[src/rtl/eth_pkg.sv]
// eth_pkg: shared Ethernet/ARP constants, receive FSM encoding and helpers.
// Ports: none (package).
package eth_pkg;

   localparam logic [15:0] ETH_TYPE_ARP   = 16'h0806;
   localparam logic [15:0] ETH_TYPE_IP    = 16'h0800;
   localparam logic [15:0] ARP_HTYPE_ETH  = 16'h0001;
   localparam logic [15:0] ARP_OP_REQUEST = 16'd1;
   localparam logic [15:0] ARP_OP_REPLY   = 16'd2;
   localparam logic [7:0]  ARP_HLEN_ETH   = 8'd6;
   localparam logic [7:0]  ARP_PLEN_IP    = 8'd4;
   localparam logic [3:0]  ARP_LAST_WORD  = 4'd10;
   localparam logic [47:0] ETH_BCAST      = 48'hFFFF_FFFF_FFFF;

   typedef enum logic [1:0] {
      ST_IDLE,
      ST_HDR,
      ST_DRAIN,
      ST_DONE
   } arp_rx_state_t;

   function automatic logic [15:0] sat_inc16(input logic [15:0] v);
      return (v == 16'hFFFF) ? v : v + 16'd1;
   endfunction

endpackage

[src/rtl/arp_receiver.sv]
// arp_receiver: parses a 32-bit ARP frame beat stream, validates the header, strobes decoded fields.
// Ports: clk, rst_n (async active-low); data_in/be_in/data_in_rdy/sop/eop in, data_in_rd out;
//        local_haddr/local_paddr own addresses; arp_valid/reply_req strobes; oper, mac_src_addr,
//        sender_/target_ haddr/paddr decoded fields; drop_cnt saturating reject counter.
// Build option: define ARP_RX_MAC_FILTER_EN to reject frames whose dst is neither broadcast nor local_haddr.
module arp_receiver
   import eth_pkg::*;
(
   input  logic        clk,
   input  logic        rst_n,
   input  logic [31:0] data_in,
   input  logic [1:0]  be_in,
   input  logic        data_in_rdy,
   output logic        data_in_rd,
   input  logic        sop,
   input  logic        eop,
   input  logic [47:0] local_haddr,
   input  logic [31:0] local_paddr,
   output logic        arp_valid,
   output logic        reply_req,
   output logic [15:0] oper,
   output logic [47:0] mac_src_addr,
   output logic [47:0] sender_haddr,
   output logic [47:0] target_haddr,
   output logic [31:0] sender_paddr,
   output logic [31:0] target_paddr,
   output logic [15:0] drop_cnt
);

   arp_rx_state_t state, state_nxt;
   logic [3:0]  w;
   logic        bad;
   logic        xfer, start, abort, done_ok;
   logic [47:0] src_sh, sha_sh, tha_sh;
   logic [31:0] spa_sh, tpa_sh;
   logic [15:0] oper_sh;
   logic [47:0] src_q, sha_q, tha_q;
   logic [31:0] spa_q, tpa_q;
   logic [15:0] oper_q;
   logic        unused_ok;

`ifdef ARP_RX_MAC_FILTER_EN
   logic [31:0] dst_hi;
   assign unused_ok = ^be_in;
`else
   assign unused_ok = ^{be_in, local_haddr};
`endif

   assign data_in_rd = (state != ST_DONE);
   assign xfer       = data_in_rdy & data_in_rd;
   // any accepted sop beat begins a new frame at w0, aborting one in flight
   assign start      = xfer & sop;
   assign abort      = start & ((state == ST_HDR) | (state == ST_DRAIN));
   assign done_ok    = (state == ST_DONE) & ~bad;

   // during DONE the freshly decoded fields are shown directly so they line up with arp_valid
   assign arp_valid    = done_ok;
   assign reply_req    = done_ok & (oper_sh == ARP_OP_REQUEST) & (tpa_sh == local_paddr);
   assign oper         = done_ok ? oper_sh : oper_q;
   assign mac_src_addr = done_ok ? src_sh  : src_q;
   assign sender_haddr = done_ok ? sha_sh  : sha_q;
   assign target_haddr = done_ok ? tha_sh  : tha_q;
   assign sender_paddr = done_ok ? spa_sh  : spa_q;
   assign target_paddr = done_ok ? tpa_sh  : tpa_q;

   always_ff @(posedge clk or negedge rst_n) begin
      if (!rst_n) state <= ST_IDLE;
      else        state <= state_nxt;
   end

   always_comb begin
      state_nxt = state;
      case (state)
         ST_IDLE:
            if (start) state_nxt = eop ? ST_DONE : ST_HDR;
         ST_HDR, ST_DRAIN:
            if (start)
               state_nxt = eop ? ST_DONE : ST_HDR;
            else if (xfer && (eop || (state == ST_HDR && w == ARP_LAST_WORD)))
               state_nxt = eop ? ST_DONE : ST_DRAIN;
         ST_DONE:
            state_nxt = ST_IDLE;
         default:
            state_nxt = ST_IDLE;
      endcase
   end

   always_ff @(posedge clk or negedge rst_n) begin
      if (!rst_n) begin
         w        <= '0;
         bad      <= 1'b0;
         src_sh   <= '0;
         sha_sh   <= '0;
         tha_sh   <= '0;
         spa_sh   <= '0;
         tpa_sh   <= '0;
         oper_sh  <= '0;
         src_q    <= '0;
         sha_q    <= '0;
         tha_q    <= '0;
         spa_q    <= '0;
         tpa_q    <= '0;
         oper_q   <= '0;
         drop_cnt <= '0;
`ifdef ARP_RX_MAC_FILTER_EN
         dst_hi   <= '0;
`endif
      end else begin
         if (start) begin
            w   <= 4'd1;
            bad <= eop;
`ifdef ARP_RX_MAC_FILTER_EN
            dst_hi <= data_in;
`endif
         end else if (xfer && state == ST_HDR) begin
            w <= w + 4'd1;
            case (w)
               4'd1: begin
                  src_sh[47:32] <= data_in[15:0];
`ifdef ARP_RX_MAC_FILTER_EN
                  if ({dst_hi, data_in[31:16]} != ETH_BCAST && {dst_hi, data_in[31:16]} != local_haddr)
                     bad <= 1'b1;
`endif
               end
               4'd2: src_sh[31:0] <= data_in;
               4'd3: if (data_in[31:16] != ETH_TYPE_ARP || data_in[15:0] != ARP_HTYPE_ETH) bad <= 1'b1;
               4'd4: if (data_in[31:16] != ETH_TYPE_IP || data_in[15:8] != ARP_HLEN_ETH ||
                         data_in[7:0] != ARP_PLEN_IP) bad <= 1'b1;
               4'd5: begin
                  oper_sh        <= data_in[31:16];
                  sha_sh[47:32]  <= data_in[15:0];
                  if (data_in[31:16] != ARP_OP_REQUEST && data_in[31:16] != ARP_OP_REPLY) bad <= 1'b1;
               end
               4'd6: sha_sh[31:0] <= data_in;
               4'd7: spa_sh <= data_in;
               4'd8: tha_sh[47:16] <= data_in;
               4'd9: begin
                  tha_sh[15:0]  <= data_in[31:16];
                  tpa_sh[31:16] <= data_in[15:0];
               end
               4'd10: tpa_sh[15:0] <= data_in[31:16];
               default: ;
            endcase
            if (eop && w < ARP_LAST_WORD) bad <= 1'b1;
         end
         if (abort || (state == ST_DONE && bad)) drop_cnt <= sat_inc16(drop_cnt);
         if (done_ok) begin
            src_q  <= src_sh;
            sha_q  <= sha_sh;
            tha_q  <= tha_sh;
            spa_q  <= spa_sh;
            tpa_q  <= tpa_sh;
            oper_q <= oper_sh;
         end
      end
   end

endmodule

[config.mk]
export PLATFORM = sky130hd
export DESIGN_NAME = arp_receiver
export DESIGN_NICKNAME = d
export VERILOG_FILES = /design/src/rtl/eth_pkg.sv /design/src/rtl/arp_receiver.sv
export SDC_FILE = /design/constraint.sdc
export NUM_CORES = 1
export LEC_CHECK = 0
export ABC_AREA = 1
export BUFFER_PORTS_ARGS = -buffer_cell sky130_fd_sc_hd__clkbuf_2
export CAP_MARGIN = 25
export CORE_ASPECT_RATIO = 0.6
export CORE_MARGIN = 1.5
export CORE_UTILIZATION = 55
export CTS_CLUSTER_SIZE = 28
export DETAILED_ROUTE_END_ITERATION = 12
export GPL_TIMING_DRIVEN = 0
export PLACE_DENSITY_LB_ADDON = 0.15
export SETUP_SLACK_MARGIN = 0.2
export SYNTH_ARGS = -nofsm -noshare
export SYNTH_HDL_FRONTEND = slang
export SYNTH_SLANG_ARGS = --single-unit
export TNS_END_PERCENT = 100
[constraint.sdc]
create_clock -name clk -period 4.1 [get_ports clk]
set_input_delay 0.41 -clock clk [delete_from_list [all_inputs] [get_ports clk]]
set_output_delay 0.41 -clock clk [all_outputs]
set_load 0.1 [all_outputs]
Word level (Yosys, flattened, before mapping) --
Cells that the tools add are included.
Storage, ports and cells: bits in latches 0, bits of input ports 119, bits in registers 471, logic and storage cells 109, memory bits (writable) 0, output and inout port bits 243, memories 0, bits in read-only memories 0
Operators by class: order comparisons 1, multiply operators 0, reductions and logical operators 26, div/mod/pow operators 0, equal/unequal tests 29, bitwise operators 10, add/sub/neg operators 2, muxes and demuxes 21, shifts and indexed selects 0
Operators by type and width (count):
- 48-bit 2-to-1 mux | 3
- 32-bit 2-to-1 mux | 2
- 32-bit == test | 1
- 16-bit by 1-bit inequality test with 1-bit output (second input constant) | 2
- 16-bit by 12-bit inequality test with 1-bit output (second input constant) | 2
- 3-bit AND reduction | 8
- 16-bit by 1-bit adder with 16-bit output (second input constant) | 1
- 16-bit by 1-bit == test with 1-bit output (second input constant) | 1
- 16-bit == test (second input constant) | 1
- 4-bit by 3-bit == test with 1-bit output (second input constant) | 4
- 16-bit 2-to-1 mux | 1
- 16-bit by 2-bit inequality test with 1-bit output (second input constant) | 1
- 8-bit by 3-bit inequality test with 1-bit output (second input constant) | 2
- 4-bit == test (second input constant) | 3
- 4-bit inequality test (second input constant) | 3
- 4-bit by 2-bit == test with 1-bit output (second input constant) | 2
- 2-bit 2-to-1 mux | 4
- 4-bit 2-to-1 mux | 2
- 1-bit 2-to-1 mux | 7
- 1-bit AND | 6
- 1-bit logical AND | 6
- 2-bit case mux with 3 select lines | 1
- 1-bit logical OR | 5
- 5-bit AND reduction | 1
- 15 further kinds | 20

Depth between registers and ports, before layout --
Gate-level depths: netlist of run 1.
word-level depth 8, mapped depth 13

Least setup slack after synthesis of run 1 --
OpenSTA, ideal clock, no wires.
kind register to output, from register state[0], to output port oper[15], buffers on the path 2, stages on the path, launching flop included 6, required time 3.690 ns, arrival time 3.215 ns, setup slack 0.475 ns, cells stage by stage dfrtp_1 ha_1 nand2_1 clkbuf_1 clkbuf_1 o21ai_0
On the way: word-level cells in the longest chain between the ends 3
RTL lines:
- from (decl) | line arp_receiver.sv:30 | arp_rx_state_t state, state_nxt;
- from (signal assigned) | line arp_receiver.sv:68 | else state <= state_nxt;
- 2-bit == test | line arp_receiver.sv:54 | assign done_ok = (state == ST_DONE) & ~bad;
- 1-bit AND | line arp_receiver.sv:54
- 16-bit 2-to-1 mux
- to (decl) | line arp_receiver.sv:21 | output logic [15:0] oper,
Every way passes these cells.

Final worst setup path of run 1 --
from register state[0], to output port target_paddr[15]
On the way: word-level cells in the longest chain between the ends 3
RTL lines:
- 2-bit == test | line arp_receiver.sv:54
- 1-bit AND | line arp_receiver.sv:54
- 32-bit 2-to-1 mux
- to (decl) | line arp_receiver.sv:26 | output logic [31:0] target_paddr,
Every way passes these cells.

==> summary.md, run 1 <==
| Metric | Value |
|---|---|
| Outcome | finished clean |
| Req. time, crit path | 3690 ps |
| Main synth FF type | dfrtp_1 |
| Post-route minimum period | 3752 ps |
| Worst VDD drop | 764.7 µV |
| Reg-to-reg setup timing slack | 1680 ps |
| Tightest Pin Transition | 821.5 ps |
| Placed cells | 2754 |
| GRT Util Overall | 0.3239 |
| Die Ht | 144.4 µm |
| Die area | 34450 µm² |
| Gpl congestion | 0.9349 |
| Async SR Flop Fraction | 1.000 |
| Most frequent cell after synthesis | nand2_1 |
| Critical path arrival | 3340 ps |
| Seq/Total Area, Yosys | 0.6434 |
| Crit Path Category | reg -> out |
| Setup slack after layout | 347.6 ps |
| Hold_sp | data_in_rdy |
| Post-synth top area cell | dfrtp_1 |
| Post-Syn Nets | 2117 |
| Final Hold Viols | 0 |
| Worst-path maximum fanout | 10 |
| CTS Root Cell | clkbuf_16 |
| DPL Wire Length | 39390 µm |
| Syn Inst Count | 1989 |
| CP top delay family | buffers and inverters |
| YS warnings | 0 |
| Reg2Reg Launch Point | state[0] |
| Core Area | 32610 µm² |
| Clk slew on worst S/H paths | 70 ps |
| DRT antenna net count | 0 |
| Die Span X | 238.6 µm |
| Final-report setup violation count | 0 |
| Achievable frequency | 266.5 MHz |
| CP peak stage delay | 470 ps |
| Avg Cell Area, Syn | 9.210 µm² |
| Post-Syn Area | 18320 µm² |
| CP Launch Type | register |
| Dpl ws | 366.9 ps |
| Fraction of layout cells with a size suffix above 1 | 0.1754 |
| CP max stage cell | clkbuf_2 |
| Via density | 5.411 |
| Worst Path Buf+Inv | 4 |
| R2R cell count | 10 |
| Input/output buffers | 311 |
| Starting density of the core | 0.5618 |
| Initial drt markers | 1420 |
| EDFF count, synth | 0 |
| Post-Layout Cell Count | 2830 |
| CP cell instances | ha_1, nand2_1, clkbuf_2, clkbuf_2, buf_2, nand2_1, nand2_1, clkbuf_2 |
| P&R area growth vs syn | 19.88% |
| Commonest cells in the netlist | 902 x nand2_1, 471 x dfrtp_1, 243 x o21ai_0 |
| Remaining global-route overflow | 0 |
| I/O pins | 362 |
| Max Slew Vio Count | 0 |
| Distinct cells, synth | 33 |
| Vias in the first global route | 14.27k |
| Hold Crit Class | in -> reg |
| Leak | 11.82 nW |
| Max Cap Viol | 0 |
| Avg WL per Cell | 19.67 µm |
| Initial antenna violation count | 6 |
| Largest net degree at the start of global routing | 108 |
| Deepest clock path buffer count | 3 |
| Drt drc | 0 |
| #FFs+latches synth | 471 |
| Unrepaired setup endpoints after global routing | false |
| Min-Delay Path Depth | 5 |
| Setup Fix Bufs, Post-CTS | 0 |
| Area contributors post-synth | dfrtp_1 64%, nand2_1 18%, o21ai_0 6.6% |
| FF-to-FF End | spa_sh[19] |
| Hold path endpoint | w[2] |
| Synth top area share | 0.6434 |
| TritonCTS clock tree | built |
| Slew margin rel. | 0.4523 |
| Crit. End Element | primary output |
| Tcrit/Tclk final | 0.9152 |
| Clock latency on the worst-skew pair | 560 ps |
| Max H-tree Level | 2 |
| Hold Slack | 269.7 ps |
| Post-layout net count | 2478 |
| Via Count | 15.31k |
| Wirelength, routed | 55670 µm |
| # clock sinks | 471 |
| Drt first pass iters | 6 |
| Power per cell area | 777.8 nW/µm² |
| CTS buffer count | 43 |
| First-pass GRT wire length | 83570 µm |
| Clock skew | 24.13 ps |
| Cell row count | 51 |
==> report_power, final <==
part / internal [mW] / switching (mW) / total [mW]
clock network: 2.30 / 1.73 / 4.03
registers: 5.52 / 0.394 / 5.92
logic: 1.01 / 6.12 / 7.13
total: 8.83 / 8.25 / 17.1
==> routing by layer <==
layer / routed length, µm / share of wire / global-route usage / up-vias
met3: 4980 / 0.089 / 0.06986 / 78
met4: 1061 / 0.019 / 0.07395 / 0
met1: 25100 / 0.45 / 0.4892 / 7554
met2: 24530 / 0.44 / 0.4816 / 704
met5: 0 / 0 / 0 / -
li1: - / - / - / 6976
==> how the worst max path moves through the flow <==
stage	from	end	slack [ps]	cells after the start
2_1_floorplan	state[0]	oper[15]	480	5
3_3_place_gp	rst_n	spa_q[19]	-7740	1
3_5_place_dp	state[0]	target_paddr[15]	370	8
4_1_cts	state[0]	target_paddr[15]	310	8
5_1_grt	state[0]	target_paddr[15]	250	8
6_report	state[0]	target_paddr[15]	350	8
==> logic make-up after synthesis <==
logic type      after synthesis  share of synthesized area
simple gates               1008                     0.2176
fa+ha+maj                     9                   0.006147
buf+inv                     189                    0.04002
compound gates              285                    0.07991
xor+xnor                     27                    0.01291
flops                       471                     0.6434
==> sequential cells by signal, summed over array words and instances (netlist names) <==
register  flops
src_sh       48
tha_sh       48
tha_q        48
spa_q        32
oper_q       16
tpa_sh       32
spa_sh       32
sha_sh       48
tpa_q        32
w             4
oper_sh      16
drop_cnt     16
bad           1
state         2
src_q        48
sha_q        48
==> final cells by class <==
cell class | instances | area [µm²]
buffer | 92 | 375.4
clock inverter | 11 | 132.6
sequential | 471 | 11790
fill | 2652 | 10650
clock buffer | 62 | 1250
tap | 450 | 563.0
multi-input combinational | 1329 | 5799
timing repair buffer | 316 | 1685
antenna | 2 | 5.005
inverter | 97 | 364.1
==> worst register-to-register path, stage by stage (launching register included) <==
cell	delay, ps
dfrtp_1	420
ha_1	250
inv_2	100
nand2_2	80
nor2_4	120
inv_2	80
nor2_8	250
nand3_4	260
clkbuf_1	440
nand2_1	170
o21ai_0	110
==> stage by stage <==
stage,instance area [µm²],setup TNS [ps],utilization,power [mW]
6_report,21960,0,0.6735,17.08
4_1_cts,21950,0,0.6733,17.10
5_1_grt,21960,0,0.6733,17.72
3_5_place_dp,20560,0,0.6304,13.08
2_1_floorplan,18320,0,-,11.63
3_3_place_gp,20440,-3617200,0.6268,12.97
==> cell usage in the layout, fill, tap and decap left out, types with 17 or more instances in the layout <==
cell type and n:
buf_2 18, clkbuf_1 76, clkbuf_16 45, clkbuf_2 316, dfrtp_1 471, inv_1 94, nand2_1 902, nand3_1 17
nor2_1 51, o21ai_0 243, o21ai_1 25
==> what timing repair did <==
item                       in CTS  in global routing
hold endpoints to repair       68                  0
hold buffers                    1                  0
setup endpoints to repair     101                 10
gates resized for setup         4                  2
pin swaps                       0                  0
Power figures use the tool's default switching activity.
==> run 2: changes to the inputs <==
ABC_CLOCK_PERIOD_IN_PS = 4100   (was not set)
CTS_BUF_LIST = sky130_fd_sc_hd__clkbuf_4   (was not set)
==> summary.md, run 2 (synthesized netlist as in run 1, its figures left out) <==
| Metric | Value |
|---|---|
| CTS Root Cell | clkbuf_4 |
| Wirelength, routed | 55470 µm |
| Core Area | 32610 µm² |
| Highest routed layer | met4 |
| Req. time, crit path | 3690 ps |
| P&R area growth vs syn | 21.07% |
| Remaining global-route overflow | 0 |
| Tcrit/Tclk final | 0.9181 |
| Crit. End Element | primary output |
| Input/output buffers | 311 |
| DRT antenna net count | 0 |
| CTS buffer count | 107 |
| Fraction of layout cells with a size suffix above 1 | 0.2156 |
| First-pass GRT wire length | 83610 µm |
| M1 wire length | 25290 µm |
| DPL Wire Length | 39390 µm |
| Via Count | 15.62k |
| Leak | 12.06 nW |
| Met2 routed WL | 24260 µm |
| Clock skew | 72.96 ps |
| Gpl congestion | 0.9349 |
| Critical path arrival | 3350 ps |
| Cell row count | 51 |
| Final Hold Viols | 0 |
| Initial drt markers | 1462 |
| CP Launch Type | register |
| GRT Util Overall | 0.3253 |
| Unrepaired setup endpoints after global routing | false |
| Post-route minimum period | 3764 ps |
| Most frequent cells in the layout | 902 x nand2_1, 471 x dfrtp_1, 253 x clkbuf_2 |
| Die Span X | 238.6 µm |
| Slew margin rel. | 0.4372 |
| Worst VDD drop | 707.6 µV |
| TritonCTS clock tree | built |
| # clock sinks | 471 |
| Initial antenna violation count | 7 |
| Vias in the first global route | 14.67k |
| Die Ht | 144.4 µm |
| Avg WL per Cell | 18.75 µm |
| Clk slew on worst S/H paths | 60 ps |
| I/O pins | 362 |
| Final-report setup violation count | 0 |
| Hold Crit Class | in -> reg |
| Drt drc | 0 |
| Drt first pass iters | 5 |
| Crit Path Category | reg -> out |
| Wire length on met3 | 4881 µm |
| Post-layout net count | 2545 |
| Outcome | finished clean |
| Post-Layout Cell Count | 2958 |
| Via density | 5.281 |
| Max Slew Vio Count | 0 |
| Placed cells | 2754 |
| Die area | 34450 µm² |
| Overall power | 16.88 mW |
| Largest net degree at the start of global routing | 108 |
| Achievable frequency | 265.7 MHz |
| Worst-path maximum fanout | 10 |
| Starting density of the core | 0.5618 |
| Max Cap Viol | 0 |
| Commonest non-fill, non-tap cell in the layout | nand2_1 |
| Max H-tree Level | 3 |
| Deepest clock path buffer count | 3 |
| Clock latency on the worst-skew pair | 830 ps |
| Setup Fix Bufs, Post-CTS | 0 |
| Power per cell area | 761.3 nW/µm² |
| Tightest Pin Transition | 844.3 ps |
run 2: changes by cell type in the layout (fill, tap and decap cells not counted), sizes merged:
| cell | previous run | this run |
|---|---|---|
| clkinv | 7 | 30 |
| bufinv | 3 | 2 |
| dlygate4sd3 | 1 | 4 |
| diode | 2 | 3 |
| buf | 25 | 48 |
| clkbuf | 444 | 522 |
| inv | 97 | 98 |
run 2: layout make-up:
type | instances | area (µm²)
Sequential cell | 471 | 11790
Fill cell | 2654 | 10430
Tap cell | 450 | 563.0
Timing Repair Buffer | 319 | 1851
Buffer | 92 | 396.6
Clock inverter | 34 | 187.7
Multi-Input combinational cell | 1329 | 5799
Clock buffer | 163 | 1224
Inverter | 97 | 364.1
Antenna cell | 3 | 7.507
run 2: layer usage:
layer / vias up / global-route usage
met4: 0 / 0.09061
met1: 7637 / 0.4874
met5: - / 0
met2: 702 / 0.4711
met3: 77 / 0.08246
li1: 7204 / -
run 2: worst paths after layout:
check                      cells past startpoint         from  slack, ps                to
min in group asynchronous                      2        rst_n        190          spa_q[7]
setup / recovery                               8     state[0]        340  mac_src_addr[23]
setup reg to reg                               9     state[0]       1670        spa_sh[19]
max in group asynchronous                      5        rst_n       2060         spa_q[16]
hold / removal                                 3  data_in[31]        120        tha_sh[47]
hold reg to reg                                2   tha_sh[46]        460         tha_q[46]
run 2: repair_timing:
action / in CTS / in global routing
resized for setup: 30 / 113
hold buffers: 4 / 0
setup endpoints to repair: 204 / 131
hold endpoints to repair: 73 / 0
run 2: stage by stage:
stage / utilization / cell area (µm²) / TNS [ps] / hold WS, ps / setup slack, ps
after floorplan: - / 18320 / 0 / 114.4 / 475.4
after global placement: 0.6268 / 20440 / -3617200 / 456.2 / -7738
after detailed placement: 0.6304 / 20560 / 0 / 448.4 / 366.9
after CTS: 0.6770 / 22070 / 0 / 35.94 / 200.8
after global routing: 0.6800 / 22170 / 0 / 63.06 / 201.0
final: 0.6802 / 22180 / 0 / 122.3 / 335.9
run 2: power breakdown:
group / switching, mW / internal (mW)
clock: 1.83 / 1.94
combinational: 6.11 / 1.09
sequential: 0.390 / 5.52
run 2: worst max-delay path, stage by stage (launching register included):
cell      delay, ps
dfrtp_1         410
ha_1            250
nand2_1         290
buf_2           360
clkbuf_4        330
buf_2           280
nand2_1          80
nand2_1          90
clkbuf_2        470
==> run 3: changes to the inputs <==
BUFFER_PORTS_ARGS = -buffer_cell sky130_fd_sc_hd__buf_2   (was -buffer_cell sky130_fd_sc_hd__clkbuf_2)
==> summary.md, run 3 (synthesized netlist as in run 1, its figures left out) <==
| Metric | Value |
|---|---|
| Critical path arrival | 3320 ps |
| Post-route minimum period | 3726 ps |
| Filler cell count | 2659 |
| Clock latency on the worst-skew pair | 850 ps |
| Outcome | finished clean |
| First-pass GRT wire length | 85220 µm |
| Wirelength, routed | 56240 µm |
| CP max stage cell | buf_2 |
| Vias in the first global route | 14.98k |
| Dpl ws | 541.9 ps |
| I/O pins | 362 |
| Remaining global-route overflow | 0 |
| Fraction of layout cells with a size suffix above 1 | 0.2146 |
| CP peak stage delay | 430 ps |
| CTS buffer count | 105 |
| Drt drc | 0 |
| Most frequent cells in the layout | 902 x nand2_1, 471 x dfrtp_1, 251 x buf_2 |
| Clock skew | 37.74 ps |
| Post-Layout Cell Count | 2953 |
| Unrepaired setup endpoints after global routing | true |
| Input/output buffers | 311 |
| # clock sinks | 471 |
| Crit. End Element | primary output |
| Hold Slack | 57.79 ps |
| DP Area | 20560 µm² |
| Setup slack after layout | 373.8 ps |
| Crit Path Category | reg -> out |
| Via density | 5.284 |
| GRT Util Overall | 0.3316 |
| Placed cells | 2754 |
| Setup TNS | 0 ps |
| Initial antenna violation count | 9 |
| Largest net degree at the start of global routing | 125 |
| Tightest Pin Transition | 793.6 ps |
| Die area | 34450 µm² |
| Core Area | 32610 µm² |
| Avg WL per Cell | 19.05 µm |
| Post-layout net count | 2543 |
| Reg-to-reg setup timing slack | 1750 ps |
| Setup Fix Bufs, Post-CTS | 0 |
| Cell row count | 51 |
| Via Count | 15.60k |
| DPL Wire Length | 39640 µm |
| Initial drt markers | 1269 |
| Max Slew Vio Count | 0 |
| Drt first pass iters | 5 |
| CP Launch Type | register |
| CTS Root Cell | clkbuf_4 |
| Max Cap Viol | 0 |
| Achievable frequency | 268.4 MHz |
| Die Span X | 238.6 µm |
| Max H-tree Level | 3 |
| DRT antenna net count | 0 |
| TritonCTS clock tree | built |
| Hold Crit Class | in -> async |
| R2R cell count | 10 |
| Die Ht | 144.4 µm |
| Worst-path maximum fanout | 10 |
| Finished Cell Area | 22200 µm² |
| CP cell instances | ha_1, nand2_1, buf_2, clkbuf_4, buf_2, nand2_1, nand2_1, buf_2 |
| Worst VDD drop | 788.1 µV |
| Overall power | 16.89 mW |
| Clk slew on worst S/H paths | 70 ps |
| Final-report setup violation count | 0 |
| P&R area growth vs syn | 21.17% |
| Commonest non-fill, non-tap cell in the layout | nand2_1 |
| Final Hold Viols | 0 |
| Req. time, crit path | 3690 ps |
| Starting density of the core | 0.5618 |
| Gpl congestion | 0.9373 |
| Deepest clock path buffer count | 3 |
| Core Util, Final | 0.6807 |
| Slew margin rel. | 0.4710 |
| Power per cell area | 761.0 nW/µm² |
| Leak | 12.17 nW |
| Tcrit/Tclk final | 0.9088 |
run 3: cell types whose count changed in the layout (fill, tap and decap cells not counted), moves of 2 or more:
cell / previous run / this run
buf_2: 41 / 251
buf_4: 0 / 26
clkbuf_1: 50 / 47
clkbuf_2: 253 / 23
clkbuf_4: 218 / 204
clkinv_1: 27 / 24
diode_2: 3 / 10
inv_2: 4 / 6
run 3: worst paths after layout:
check | from | to
hold reg to reg | tha_q[33] | tha_q[33]
hold / removal | rst_n | spa_q[8]
setup reg to reg | state[0] | spa_sh[20]
max in group asynchronous | rst_n | src_q[25]
setup / recovery | state[0] | sender_haddr[14]
min in group clk | data_in[31] | tha_sh[47]
run 3: critical path: cells and delay by family, from the launching register on:
family                   cells  cell delay (ps)
flip-flops                   1              400
buffers and inverters        4             1380
adder cells (fa/ha/maj)      1              240
AND/OR/NAND/NOR              3              460
run 3: metal layers:
layer  track usage  share of wire  vias to the layer above
met5             0        0.00037                        -
met4       0.09760          0.020                        4
met3        0.1040           0.10                       90
met2        0.4839           0.44                      735
met1        0.4781           0.44                     7581
li1              -              -                     7194
run 3: timing repair:
action	4_1_cts	5_1_grt
setup endpoints to repair	189	192
endpoints found under the hold margin	138	0
hold buffers	4	0
resized for setup	32	90
run 3: cell type report:
type,count,area [µm²],share of cell area
timing repair buffer,319,1912,0.08613
clock inverter,34,211.5,0.009526
sequential,471,11790,0.5310
antenna,10,25.02,0.001127
buffer,92,401.6,0.01809
clock buffer,151,1134,0.05107
tap,450,563.0,0.02537
multi-input combinational,1329,5799,0.2613
inverter,97,364.1,0.01640
run 3: power by group:
group / total (mW) / leakage (nW) / switching [mW] / internal (mW)
logic: 7.28 / 4.89 / 6.12 / 1.16
registers: 5.91 / 6.47 / 0.388 / 5.52
clock network: 3.71 / 0.803 / 1.83 / 1.88
total: 16.9 / 12.2 / 8.34 / 8.56
